==> config.mk <==
export PLATFORM = sky130hd
export DESIGN_NAME = pc_sequencer
export DESIGN_NICKNAME = d
export VERILOG_FILES = /design/src/rtl/cpu_pkg.sv /design/src/rtl/next_pc_sel.sv /design/src/rtl/pc_sequencer.sv
export SDC_FILE = /design/constraint.sdc
export NUM_CORES = 1
export LEC_CHECK = 0
export ABC_AREA = 0
export CORE_AREA = 2 2 117 119
export CTS_CLUSTER_DIAMETER = 120
export DETAILED_ROUTE_END_ITERATION = 8
export DIE_AREA = 0 0 119 121
export MAX_ROUTING_LAYER = met4
export PLACE_DENSITY = 0.81
export SLEW_MARGIN = 5
export SYNTH_ARGS = -nofsm -noshare
export SYNTH_HDL_FRONTEND = slang
export SYNTH_HIERARCHICAL = 1
export SYNTH_SLANG_ARGS = --single-unit
==> constraint.sdc <==
create_clock -name clk -period 2.2 [get_ports clk]
set_input_delay 0.22 -clock clk [delete_from_list [all_inputs] [get_ports clk]]
set_output_delay 0.22 -clock clk [all_outputs]
set_load 0.05 [all_outputs]
==> src/rtl/cpu_pkg.sv <==
// Shared fetch-sequencing constants and types: reset/exception PCs, PC stride,
// privilege state and the next-PC source encoding.
package cpu_pkg;

   localparam logic [31:0] RESET_PC   = 32'h0000_0000;
   localparam logic [31:0] EXC_VECTOR = 32'h8000_0180;
   localparam logic [31:0] PC_INC     = 32'd4;

   typedef enum logic {
      RUN    = 1'b0,
      KERNEL = 1'b1
   } state_e;

   typedef enum logic [2:0] {
      SEL_SEQ  = 3'd0,
      SEL_BR   = 3'd1,
      SEL_JR   = 3'd2,
      SEL_JMP  = 3'd3,
      SEL_ERET = 3'd4,
      SEL_IRQ  = 3'd5,
      SEL_HOLD = 3'd6
   } pc_sel_e;

   // Modulo-2^32 sequential increment; wrap past 0xFFFF_FFFC is silent.
   function automatic logic [31:0] pc_inc(input logic [31:0] cur);
      return cur + PC_INC;
   endfunction

endpackage

==> src/rtl/next_pc_sel.sv <==
// Combinational priority mux for the next fetch PC, flush strobes and irq acceptance.
// Zero latency; stall only holds the PC when no redirect is present.
module next_pc_sel
   import cpu_pkg::*;
(
   input  logic [31:0] pc_i,
   input  logic [31:0] epc_i,
   input  logic        state_kernel_i,
   input  logic        irq_pend_i,
   input  logic        stall_i,
   input  logic        br_valid_i,
   input  logic        br_taken_i,
   input  logic [31:0] add_out_i,
   input  logic        jmp_valid_i,
   input  logic [31:0] jmp_target_i,
   input  logic        jr_valid_i,
   input  logic [31:0] jr_target_i,
   input  logic        eret_valid_i,
   input  logic        id_is_cf_i,
   output logic [31:0] next_pc_o,
   output logic        flush_if_o,
   output logic        flush_id_o,
   output logic        irq_accept_o,
   output logic        eret_accept_o
);

   pc_sel_e sel;
   logic    irq_ok;

   // Interrupts only enter on a clean boundary: nothing in flight that could redirect.
   assign irq_ok = !state_kernel_i && irq_pend_i && !stall_i && !br_valid_i
                   && !id_is_cf_i && !jmp_valid_i && !jr_valid_i;

   always_comb begin
      sel = SEL_SEQ;
      if (br_valid_i && br_taken_i) begin
         sel = SEL_BR;
      end else if (jr_valid_i) begin
         sel = SEL_JR;
      end else if (jmp_valid_i) begin
         sel = SEL_JMP;
      end else if (eret_valid_i && state_kernel_i) begin
         sel = SEL_ERET;
      end else if (irq_ok) begin
         sel = SEL_IRQ;
      end else if (stall_i) begin
         sel = SEL_HOLD;
      end
   end

   always_comb begin
      next_pc_o     = pc_inc(pc_i);
      flush_if_o    = 1'b0;
      flush_id_o    = 1'b0;
      irq_accept_o  = 1'b0;
      eret_accept_o = 1'b0;
      unique case (sel)
         SEL_BR: begin
            next_pc_o  = add_out_i;
            flush_if_o = 1'b1;
            flush_id_o = 1'b1;
         end
         SEL_JR: begin
            next_pc_o  = jr_target_i;
            flush_if_o = 1'b1;
         end
         SEL_JMP: begin
            next_pc_o  = jmp_target_i;
            flush_if_o = 1'b1;
         end
         SEL_ERET: begin
            next_pc_o     = epc_i;
            flush_if_o    = 1'b1;
            eret_accept_o = 1'b1;
         end
         SEL_IRQ: begin
            next_pc_o    = EXC_VECTOR;
            flush_if_o   = 1'b1;
            irq_accept_o = 1'b1;
         end
         SEL_HOLD: begin
            next_pc_o = pc_i;
         end
         default: begin
            next_pc_o = pc_inc(pc_i);
         end
      endcase
   end

endmodule

==> src/rtl/pc_sequencer.sv <==
// Fetch PC owner: registers pc/epc/irq_pend/state and drives the branch-target adder.
// New PC lands one edge after the decision; redirects override stall, flush strobes are same-cycle.
module pc_sequencer
   import cpu_pkg::*;
(
   input  logic        clk,
   input  logic        reset,
   input  logic        stall,
   input  logic        br_valid,
   input  logic        br_taken,
   input  logic [31:0] br_pc,
   input  logic [31:0] imm_shift,
   output logic [31:0] add_pc,
   output logic [31:0] add_imm,
   input  logic [31:0] add_out,
   input  logic        jmp_valid,
   input  logic [31:0] jmp_target,
   input  logic        jr_valid,
   input  logic [31:0] jr_target,
   input  logic        eret_valid,
   input  logic        id_is_cf,
   input  logic        irq,
   output logic [31:0] pc,
   output logic        flush_if,
   output logic        flush_id,
   output logic [31:0] epc,
   output logic        in_kernel
);

   state_e      state_q, state_d;
   logic [31:0] pc_q, pc_d;
   logic [31:0] epc_q, epc_d;
   logic        irq_pend_q, irq_pend_d;
   logic        sel_flush_if, sel_flush_id;
   logic        irq_accept, eret_accept;

   assign add_pc  = br_pc;
   assign add_imm = imm_shift;

   next_pc_sel u_sel (
      .pc_i           (pc_q),
      .epc_i          (epc_q),
      .state_kernel_i (state_q == KERNEL),
      .irq_pend_i     (irq_pend_q),
      .stall_i        (stall),
      .br_valid_i     (br_valid),
      .br_taken_i     (br_taken),
      .add_out_i      (add_out),
      .jmp_valid_i    (jmp_valid),
      .jmp_target_i   (jmp_target),
      .jr_valid_i     (jr_valid),
      .jr_target_i    (jr_target),
      .eret_valid_i   (eret_valid),
      .id_is_cf_i     (id_is_cf),
      .next_pc_o      (pc_d),
      .flush_if_o     (sel_flush_if),
      .flush_id_o     (sel_flush_id),
      .irq_accept_o   (irq_accept),
      .eret_accept_o  (eret_accept)
   );

   // State register
   always_ff @(posedge clk) begin
      if (reset) begin
         state_q <= RUN;
      end else begin
         state_q <= state_d;
      end
   end

   // Next-state logic
   always_comb begin
      state_d = state_q;
      unique case (state_q)
         RUN:     if (irq_accept)  state_d = KERNEL;
         KERNEL:  if (eret_accept) state_d = RUN;
         default: state_d = RUN;
      endcase
   end

   // Output logic
   always_comb begin
      in_kernel = (state_q == KERNEL);
   end

   // An irq still asserted on the accept edge re-arms the latch for the next entry.
   always_comb begin
      irq_pend_d = irq_pend_q;
      epc_d      = epc_q;
      if (irq_accept) begin
         irq_pend_d = 1'b0;
         epc_d      = pc_q;
      end
      if (irq) begin
         irq_pend_d = 1'b1;
      end
   end

   always_ff @(posedge clk) begin
      if (reset) begin
         pc_q       <= RESET_PC;
         epc_q      <= 32'h0000_0000;
         irq_pend_q <= 1'b0;
      end else begin
         pc_q       <= pc_d;
         epc_q      <= epc_d;
         irq_pend_q <= irq_pend_d;
      end
   end

   assign pc       = pc_q;
   assign epc      = epc_q;
   assign flush_if = sel_flush_if & ~reset;
   assign flush_id = sel_flush_id & ~reset;

endmodule

Word-level counts from Yosys, hierarchy flattened
Cells that the tools add are included.
- flip-flop bits (word level): 66
- bits of input ports: 170
- output and inout bits: 131
- word-level logic and storage cells: 47
- $add $sub $neg: 1
- reductions and logical operators: 16
- eq/ne operators: 6
- multiplexer cells: 16
- bitwise gates (word level): 4
- operator list (cell ; count):
    one-hot mux 32 bit (6 select lines) ; 1
    adder 32 x 3 -> 32 bit, second input constant ; 1
    two-way mux 3 bit ; 6
    == test 3 bit, second input constant ; 3
    logical AND 1 bit ; 8
    two-way mux 1 bit ; 8
    == test 3 x 2 -> 1 bit, second input constant ; 2
    logical NOT 1 bit ; 6
    OR reduction 5 bit ; 1
    == test 3 x 1 -> 1 bit, second input constant ; 1
    bitwise AND 1 bit ; 2
    NOT 1 bit ; 2
    one-hot mux 1 bit (2 select lines) ; 1
    nonzero test 2 bit ; 1

Depth between registers and ports, before layout
Gate-level depths: netlist (run 1).
- depth in word-level cells: 16
- gate-level depth with buffers: 9

Hierarchy
The synthesis (run 1) kept the hierarchy.
- by module, submodules not included (module ; times used ; seq. area each (µm²) ; cells an instance ; area each (µm²)):
    pc_sequencer ; 1 ; 1321.3 ; 244 ; 2588.7
    next_pc_sel ; 1 ; 0.0 ; 294 ; 1805.5

Worst setup path before layout (run 1)
Ideal clock, no wire load.
- kind: register to output
- start: register state_q, in the netlist in_kernel
- end: output port flush_if
- data arrival time: 2.452 ns
- setup slack: -0.472 ns
- path buffers: 1
- stages on the path, launching flop included: 7
- data required time: 1.980 ns
- cells stage by stage: dfxtp_1 -> or4b_2 -> nand3_1 -> buf_2 -> nand2_1 -> inv_1 -> nor2b_1
- longest elaborated chain between the ends: 16
- elaborated cells on any way between the ends: 21
- classes of those cells: eq/ne: 5; mux: 6; bitwise: 1; reduce/logical: 9
- ends and longest elaborated chain (item ; RTL line ; source):
    start: declaration ; pc_sequencer.sv:30 ; state_e state_q, state_d;
    start signal: assignment ; pc_sequencer.sv:67 ; state_q <= state_d;
    logical NOT 1 bit ; next_pc_sel.sv:31 ; assign irq_ok = !state_kernel_i && irq_pend_i && !stall_i && !br_valid_i
    logical AND 1 bit (3 in a row) ; next_pc_sel.sv:31 ;
    logical AND 1 bit (3 in a row) ; next_pc_sel.sv:32 ; && !id_is_cf_i && !jmp_valid_i && !jr_valid_i;
    two-way mux 3 bit ; next_pc_sel.sv:44 ; end else if (irq_ok) begin
    two-way mux 3 bit (*) ; next_pc_sel.sv:42 ; end else if (eret_valid_i && state_kernel_i) begin
    two-way mux 3 bit (*) ; next_pc_sel.sv:40 ; end else if (jmp_valid_i) begin
    two-way mux 3 bit (*) ; next_pc_sel.sv:38 ; end else if (jr_valid_i) begin
    two-way mux 3 bit (*) ; next_pc_sel.sv:36 ; if (br_valid_i && br_taken_i) begin
    == test 3 x 1 -> 1 bit (tied with other cells) ; next_pc_sel.sv:57 ; unique case (sel)
    OR reduction 5 bit (no source line) (*) ; n/a ;
    two-way mux 1 bit (*) ; next_pc_sel.sv:57 ;
    named net sel_flush_if ; pc_sequencer.sv:34 ; logic sel_flush_if, sel_flush_id;
    bitwise AND 1 bit (*) ; pc_sequencer.sv:113 ; assign flush_if = sel_flush_if & ~reset;
    end: declaration ; pc_sequencer.sv:24 ; output logic flush_if,
The timed path passes the listed nets; every way through them passes the cells marked *.

Final worst setup path (run 1)
- start: input port br_valid
- end: output port flush_if
- longest elaborated chain between the ends: 14
- elaborated cells on any way between the ends: 19
- classes of those cells: eq/ne: 5; mux: 6; bitwise: 1; reduce/logical: 7
- ends and longest elaborated chain (item ; RTL line ; source):
    start: declaration ; pc_sequencer.sv:9 ; input logic br_valid,
    logical NOT 1 bit ; next_pc_sel.sv:31 ;
    logical AND 1 bit ; next_pc_sel.sv:31 ;
    logical AND 1 bit (3 in a row) ; next_pc_sel.sv:32 ;
    two-way mux 3 bit ; next_pc_sel.sv:44 ;
    two-way mux 3 bit ; next_pc_sel.sv:42 ;
    two-way mux 3 bit ; next_pc_sel.sv:40 ;
    two-way mux 3 bit ; next_pc_sel.sv:38 ;
    two-way mux 3 bit (*) ; next_pc_sel.sv:36 ;
    == test 3 x 1 -> 1 bit (tied with other cells) ; next_pc_sel.sv:57 ;
    OR reduction 5 bit (no source line) (*) ; n/a ;
    two-way mux 1 bit (*) ; next_pc_sel.sv:57 ;
    named net sel_flush_if ; pc_sequencer.sv:34 ;
    bitwise AND 1 bit (*) ; pc_sequencer.sv:113 ;
Marks and branches as above.

==> results of run 1 <==
==> worst paths after layout <==
kind / cells past startpoint / to / slack, ns
min: 2 / epc[28]$_SDFFE_PP0P_ / 0.30
min reg2reg: 2 / irq_pend_q$_SDFFE_PP0P_ / 0.48
max reg2reg: 6 / pc[31]$_SDFF_PP0_ / 0.17
max: 9 / flush_if / 0.09
==> stage by stage <==
step	std cells	instance area (um2)	setup slack [ns]	setup TNS (ns)	hold slack, ns
floorplan	538	4420	0.00109	0	0.349
global placement	838	6120	-0.206	-5.67	0.440
detailed placement	838	6120	-0.191	-7.14	0.440
CTS	854	6430	0.0396	0	0.307
global route	854	6440	0.000145	0	0.323
finish	854	6440	0.0926	0	0.303
==> cells in the mapped netlist, types with 2 or more instances <==
library cell | n | area [um2]
buf_4 | 66 | 495
dfxtp_1 | 66 | 1320
nor2_1 | 65 | 244
nor2b_1 | 36 | 225
a22oi_1 | 33 | 248
mux2i_1 | 32 | 320
nand2_1 | 31 | 116
a221oi_1 | 26 | 228
o21ai_0 | 26 | 130
nand3_1 | 21 | 105
clkbuf_1 | 17 | 63.8
a21oi_1 | 15 | 75.1
buf_2 | 14 | 70.1
nand4_1 | 9 | 56.3
o211ai_1 | 9 | 67.6
o311ai_0 | 9 | 78.8
a31oi_1 | 5 | 31.3
and3_1 | 5 | 31.3
xnor2_1 | 5 | 43.8
inv_1 | 4 | 15.0
nor4_1 | 4 | 25.0
buf_12 | 3 | 60.1
nand3b_1 | 3 | 22.5
a221o_1 | 2 | 20.0
and4_1 | 2 | 17.5
buf_1 | 2 | 7.51
nand2b_1 | 2 | 12.5
or3_1 | 2 | 12.5
or4_1 | 2 | 15.0
xor2_1 | 2 | 17.5
==> cell families (layout without fill, tap and decap cells) <==
family | count (synthesis) | in the layout | synth area share, %
flip-flops | 66 | 66 | 30.1
buffers and inverters | 107 | 247 | 16.5
XOR/XNOR | 7 | 7 | 1.40
AO/OA/AOI/OAI | 136 | 136 | 22.3
AND/OR/NAND/NOR | 189 | 189 | 22.2
adder cells (fa/ha/maj) | 1 | 1 | 0.285
multiplexers | 32 | 32 | 7.29
==> flip-flops by register name, indices dropped and copies added, names as in the netlist <==
name        cells
pc             32
irq_pend_q      1
epc            32
in_kernel       1
==> routing by layer <==
| metal | up-vias | part of all wire [%] | GRT usage [%] |
|---|---|---|---|
| met3 | 40 | 7.0 | 5.73 |
| met2 | 187 | 48 | 33.3 |
| met4 | 0 | 2.2 | 6.55 |
| met5 | - | 0 | - |
| li1 | 2179 | - | - |
| met1 | 2071 | 43 | 24.7 |
==> power by group <==
group	total, mW	internal [mW]	leakage [nW]	switching (mW)
clock	1.39	0.850	0.141	0.536
sequential	1.31	1.25	0.545	0.0621
combinational	0.890	0.440	1.59	0.450
total	3.59	2.54	2.28	1.05
==> final cells by class <==
class	count	area [um2]
Clock buffer	12	267
Clock inverter	4	25.0
Fill cell	1238	6640
Inverter	4	15.0
Multi-Input combinational cell	365	2390
Sequential cell	66	1340
Tap cell	176	220
Timing Repair Buffer	227	2180
==> layout by cell type (no fill, tap or decap), types with 5 or more instances in the layout <==
cell type / n
and3_1: 5
clkdlybuf4s50_1: 169
o21ai_0: 26
buf_4: 52
o211ai_1: 9
nand3_1: 20
a221oi_1: 26
a22oi_1: 33
nor2_1: 65
nand4_1: 9
mux2i_1: 32
nor2b_1: 33
nand2_1: 30
clkbuf_16: 9
a21oi_1: 15
o311ai_0: 9
xnor2_1: 5
a31oi_1: 5
dfxtp_2: 17
dfxtp_1: 49
==> worst max-delay path: stages <==
cell,delay [ns]
clkdlybuf4s50_1,0.44
buf_4,0.17
a211oi_4,0.30
buf_4,0.18
nand3_1,0.10
nand2_2,0.15
inv_1,0.05
nor2b_4,0.12
buf_6,0.16
==> what timing repair did <==
action | CTS | global route
pin swaps | 0 | 1
setup buffers | 0 | 0
resized for setup | 4 | 2
setup endpoints to repair | 1 | 5
==> results.json, run 1 <==
{
  "die_w_um": 119,
  "utilization_pct": 49.2,
  "ant_nets": 0,
  "rsz0062_at_grt": "no",
  "grt_pass1_wl_um": 22600,
  "cp-end-kind": "output port",
  "overflow": 0,
  "grt_max_degree": 36,
  "hold_buffers": 0,
  "hp-start": "reset",
  "cp.arrival_ns": 1.89,
  "cp_max_fo": 5,
  "maxCapViolCount": 0,
  "syn_avg_cell_area_um2": 8.17,
  "hp-class": "in -> reg",
  "die-area_um2": 14400,
  "cts_buffers": 9,
  "nets": 844,
  "dieHeight_um": 121,
  "wire_per_inst_um": 17.1,
  "required_ns": 1.98,
  "antenna_found_initial": 0,
  "total_power_mw": 3.59,
  "ys_warn_count": 6,
  "diodes": 0,
  "drc_errors": 0,
  "cts_tree": "built",
  "fp-row-count": 42,
  "r2r-start": "pc[12]$_SDFF_PP0_",
  "synth.yosys.seq_area_share_pct": 30.1,
  "clock-sinks": 66,
  "skew_ns": 0.00548,
  "crit_start": "br_valid",
  "slew_headroom_pct": 62.9,
  "drtIter0Drc": 336,
  "synthFlopType": "dfxtp_1",
  "async_flop_share_pct": 0,
  "first_pass_iters": 5,
  "vias_per_cell": 5.24,
  "status": "finished clean",
  "crit_path_start_kind": "input pin",
  "clk_latency_ns": 0.33,
  "ys_seq_elements": 66,
  "grt_pass1_vias": 4289,
  "synthesis.nets": 709,
  "finalMaxSlewViolations": 0,
  "syn_inst": 538,
  "min_period_over_period_pct": 95.8,
  "drive_above_1_share_pct": 15.8,
  "start_util_pct": 33.6,
  "ios": 301,
  "netlist_area_um2": 4390,
  "ys_types": 50,
  "hpwl_um": 11000,
  "fin_crit_ns": 2.11,
  "critical_path_class": "in -> out",
  "gp_congestion": 0.806,
  "via_count": 4477,
  "irDropWorstVdd_uv": 348,
  "p_per_area_nw_per_um2": 557,
  "cts.clk_slew.worst_paths_ns": 0.05,
  "synth-edff-count": 0,
  "clockRootBuffer": "clkbuf_16",
  "fmax_mhz": 475,
  "area.growth.synth_to_final_pct": 46.6,
  "worst_slew_pin_slew_ns": 0.554,
  "io_buffer_count": 172,
  "track_usage_pct": 20.5,
  "cts.htree.levels": 3,
  "setup_viol": 0,
  "cts_buffer_depth": 2,
  "p_leak_nw": 2.28,
  "finalHoldViolations": 0,
  "core_area_um2": 13100,
  "routed_wl_um": 14600
}
Note: power is estimated with default switching activity, not from simulation.
==> run 2: changes to the inputs <==
--- a/config.mk
+++ b/config.mk
@@ -6,12 +6,14 @@
 export NUM_CORES = 1
 export LEC_CHECK = 0
 export ABC_AREA = 0
-export CORE_AREA = 2 2 117 119
+export CORE_ASPECT_RATIO = 1.4
+export CORE_MARGIN = 8
+export CORE_UTILIZATION = 36
 export CTS_CLUSTER_DIAMETER = 120
 export DETAILED_ROUTE_END_ITERATION = 8
-export DIE_AREA = 0 0 119 121
 export MAX_ROUTING_LAYER = met4
-export PLACE_DENSITY = 0.81
+export PLACE_DENSITY_LB_ADDON = 0.12
+export RECOVER_POWER = 100
 export SLEW_MARGIN = 5
 export SYNTH_ARGS = -nofsm -noshare
 export SYNTH_HDL_FRONTEND = slang
==> run 2 against run 1 <==
Cell count shrank 2.7%. Critical endpoint is now pc[22]$_SDFF_PP0_. Maximum frequency is essentially flat. Total power shrank 1.4%.
==> results.json, run 2 (synthesis gave the netlist of run 1 again) <==
{
  "routed_wl_um": 16500,
  "antenna_found_initial": 1,
  "final_cell_mix": "103 x clkdlybuf4s50_1, 65 x nor2_1, 65 x dlygate4sd3_1",
  "clk_latency_ns": 0.32,
  "vias_per_cell": 5.47,
  "finalSetupTns_ns": 0,
  "fp-row-count": 48,
  "required_ns": 2.41,
  "dieHeight_um": 147,
  "cts_buffer_depth": 2,
  "first_pass_iters": 4,
  "hpwl_um": 12900,
  "wire_per_inst_um": 19.8,
  "fillers": 1154,
  "cts_buffers": 9,
  "final_common_cell": "clkdlybuf4s50_1",
  "p_per_area_nw_per_um2": 551,
  "area.growth.synth_to_final_pct": 46.2,
  "dr_wl_met3_um": 1040,
  "status": "finished clean",
  "gp_congestion": 0.795,
  "overflow": 0,
  "maxCapViolCount": 0,
  "finalHoldViolations": 0,
  "cts.htree.levels": 3,
  "min_period_over_period_pct": 95.9,
  "rsz0062_at_grt": "no",
  "io_buffer_count": 172,
  "cp_max_fo": 16,
  "drt-met1-wl_um": 6080,
  "drc_errors": 0,
  "crit_path_start_kind": "input pin",
  "via_count": 4546,
  "slew_headroom_pct": 60.7,
  "clockRootBuffer": "clkbuf_16",
  "dp.cells": 812,
  "wl_met2_um": 8680,
  "whs_ns": 0.306,
  "cts_tree": "built",
  "drtIter0Drc": 198,
  "die-area_um2": 16000,
  "start_util_pct": 36.2,
  "finalMaxSlewViolations": 0,
  "core_area_um2": 12100,
  "cp-end-kind": "flip-flop",
  "track_usage_pct": 20.7,
  "irDropWorstVdd_uv": 416,
  "utilization_pct": 52.9,
  "fin_crit_ns": 2.11,
  "skew_ns": 0.00667,
  "ant_nets": 0,
  "hp-class": "in -> reg",
  "nets": 847,
  "worst_slew_pin_slew_ns": 0.588,
  "die_w_um": 109,
  "top_layer": "met4",
  "drive_above_1_share_pct": 15.3,
  "setup_viol": 0,
  "p_leak_nw": 2.47,
  "clock-sinks": 66,
  "total_power_mw": 3.54,
  "multi_input_area_um2": 2390,
  "grt_pass1_vias": 4689,
  "ios": 301,
  "grt_pass1_wl_um": 25100,
  "cts.clk_slew.worst_paths_ns": 0.05,
  "register_area_um2": 1340,
  "grt_max_degree": 25,
  "fmax_mhz": 474,
  "fin_cells": 831,
  "cp.arrival_ns": 2.31,
  "critical_path_class": "in -> reg"
}
run 2: cell types whose count changed in the layout (fill, tap and decap cells not counted), sizes merged:
cell and delta:
dlygate4sd3 +65, clkdlybuf4s50 -66, buf -5, clkinvlp -2
clkbuf +10, diode +1
run 2: power breakdown:
group          internal [mW]  switching [mW]
logic                  0.418           0.440
clock network          0.875           0.492
registers               1.25          0.0653
total                   2.54           0.997
run 2: stage by stage:
stage | cell area (um2) | setup slack, ns
floorplan | 4420 | 0.00109
global placement | 6130 | -0.128
detailed placement | 6130 | -0.184
CTS | 6440 | 0.0311
global route | 6420 | 0.00648
finish | 6420 | 0.0909
run 2: layer usage:
| metal | track usage [%] | vias up |
|---|---|---|
| li1 | - | 2183 |
| met1 | 20.7 | 2151 |
| met2 | 36.2 | 150 |
| met3 | 4.65 | 62 |
| met4 | 10.6 | 0 |
| met5 | - | - |
run 2: final cells by class:
type / count / share of cell area [%]
Multi-Input combinational cell: 365 / 37.2
Timing Repair Buffer: 230 / 34.2
Sequential cell: 66 / 20.9
Clock buffer: 13 / 4.36
Tap cell: 150 / 2.92
Inverter: 4 / 0.234
Clock inverter: 2 / 0.156
Antenna cell: 1 / 0.0390
run 2: final timing paths:
kind,startpoint,to,slack (ns),cells after the start
worst max-delay path,br_valid,pc[22]$_SDFF_PP0_,0.09,8
worst min-delay path,reset,epc[12]$_SDFFE_PP0P_,0.31,2
worst max register to register,in_kernel$_SDFF_PP0_,pc[22]$_SDFF_PP0_,0.11,7
worst min register to register,irq_pend_q$_SDFFE_PP0P_,irq_pend_q$_SDFFE_PP0P_,0.47,2
run 2: timing repair:
action | 4_1_cts | 5_1_grt
setup buffers | 0 | 3
setup endpoints to repair | 1 | 3
resized for setup | 4 | 2
pin swaps | 0 | 1
endpoints found under the hold margin | 0 | 0
hold buffers | 0 | 0
run 2: critical path: stages:
cell and delay [ns]:
clkdlybuf4s50_1 0.43, or4b_1 0.61, nand3_2 0.13, clkbuf_2 0.33
a31oi_1 0.08, o21ai_0 0.19, o311ai_0 0.15, nor2b_1 0.17
==> run 3: changes to the inputs <==
--- a/config.mk
+++ b/config.mk
@@ -5,7 +5,7 @@
 export SDC_FILE = /design/constraint.sdc
 export NUM_CORES = 1
 export LEC_CHECK = 0
-export ABC_AREA = 0
+export CAP_MARGIN = 20
 export CORE_ASPECT_RATIO = 1.4
 export CORE_MARGIN = 8
 export CORE_UTILIZATION = 36
==> results of run 3 <==
Same layout as run 2: the final DEF is identical, and so are final timing and power.
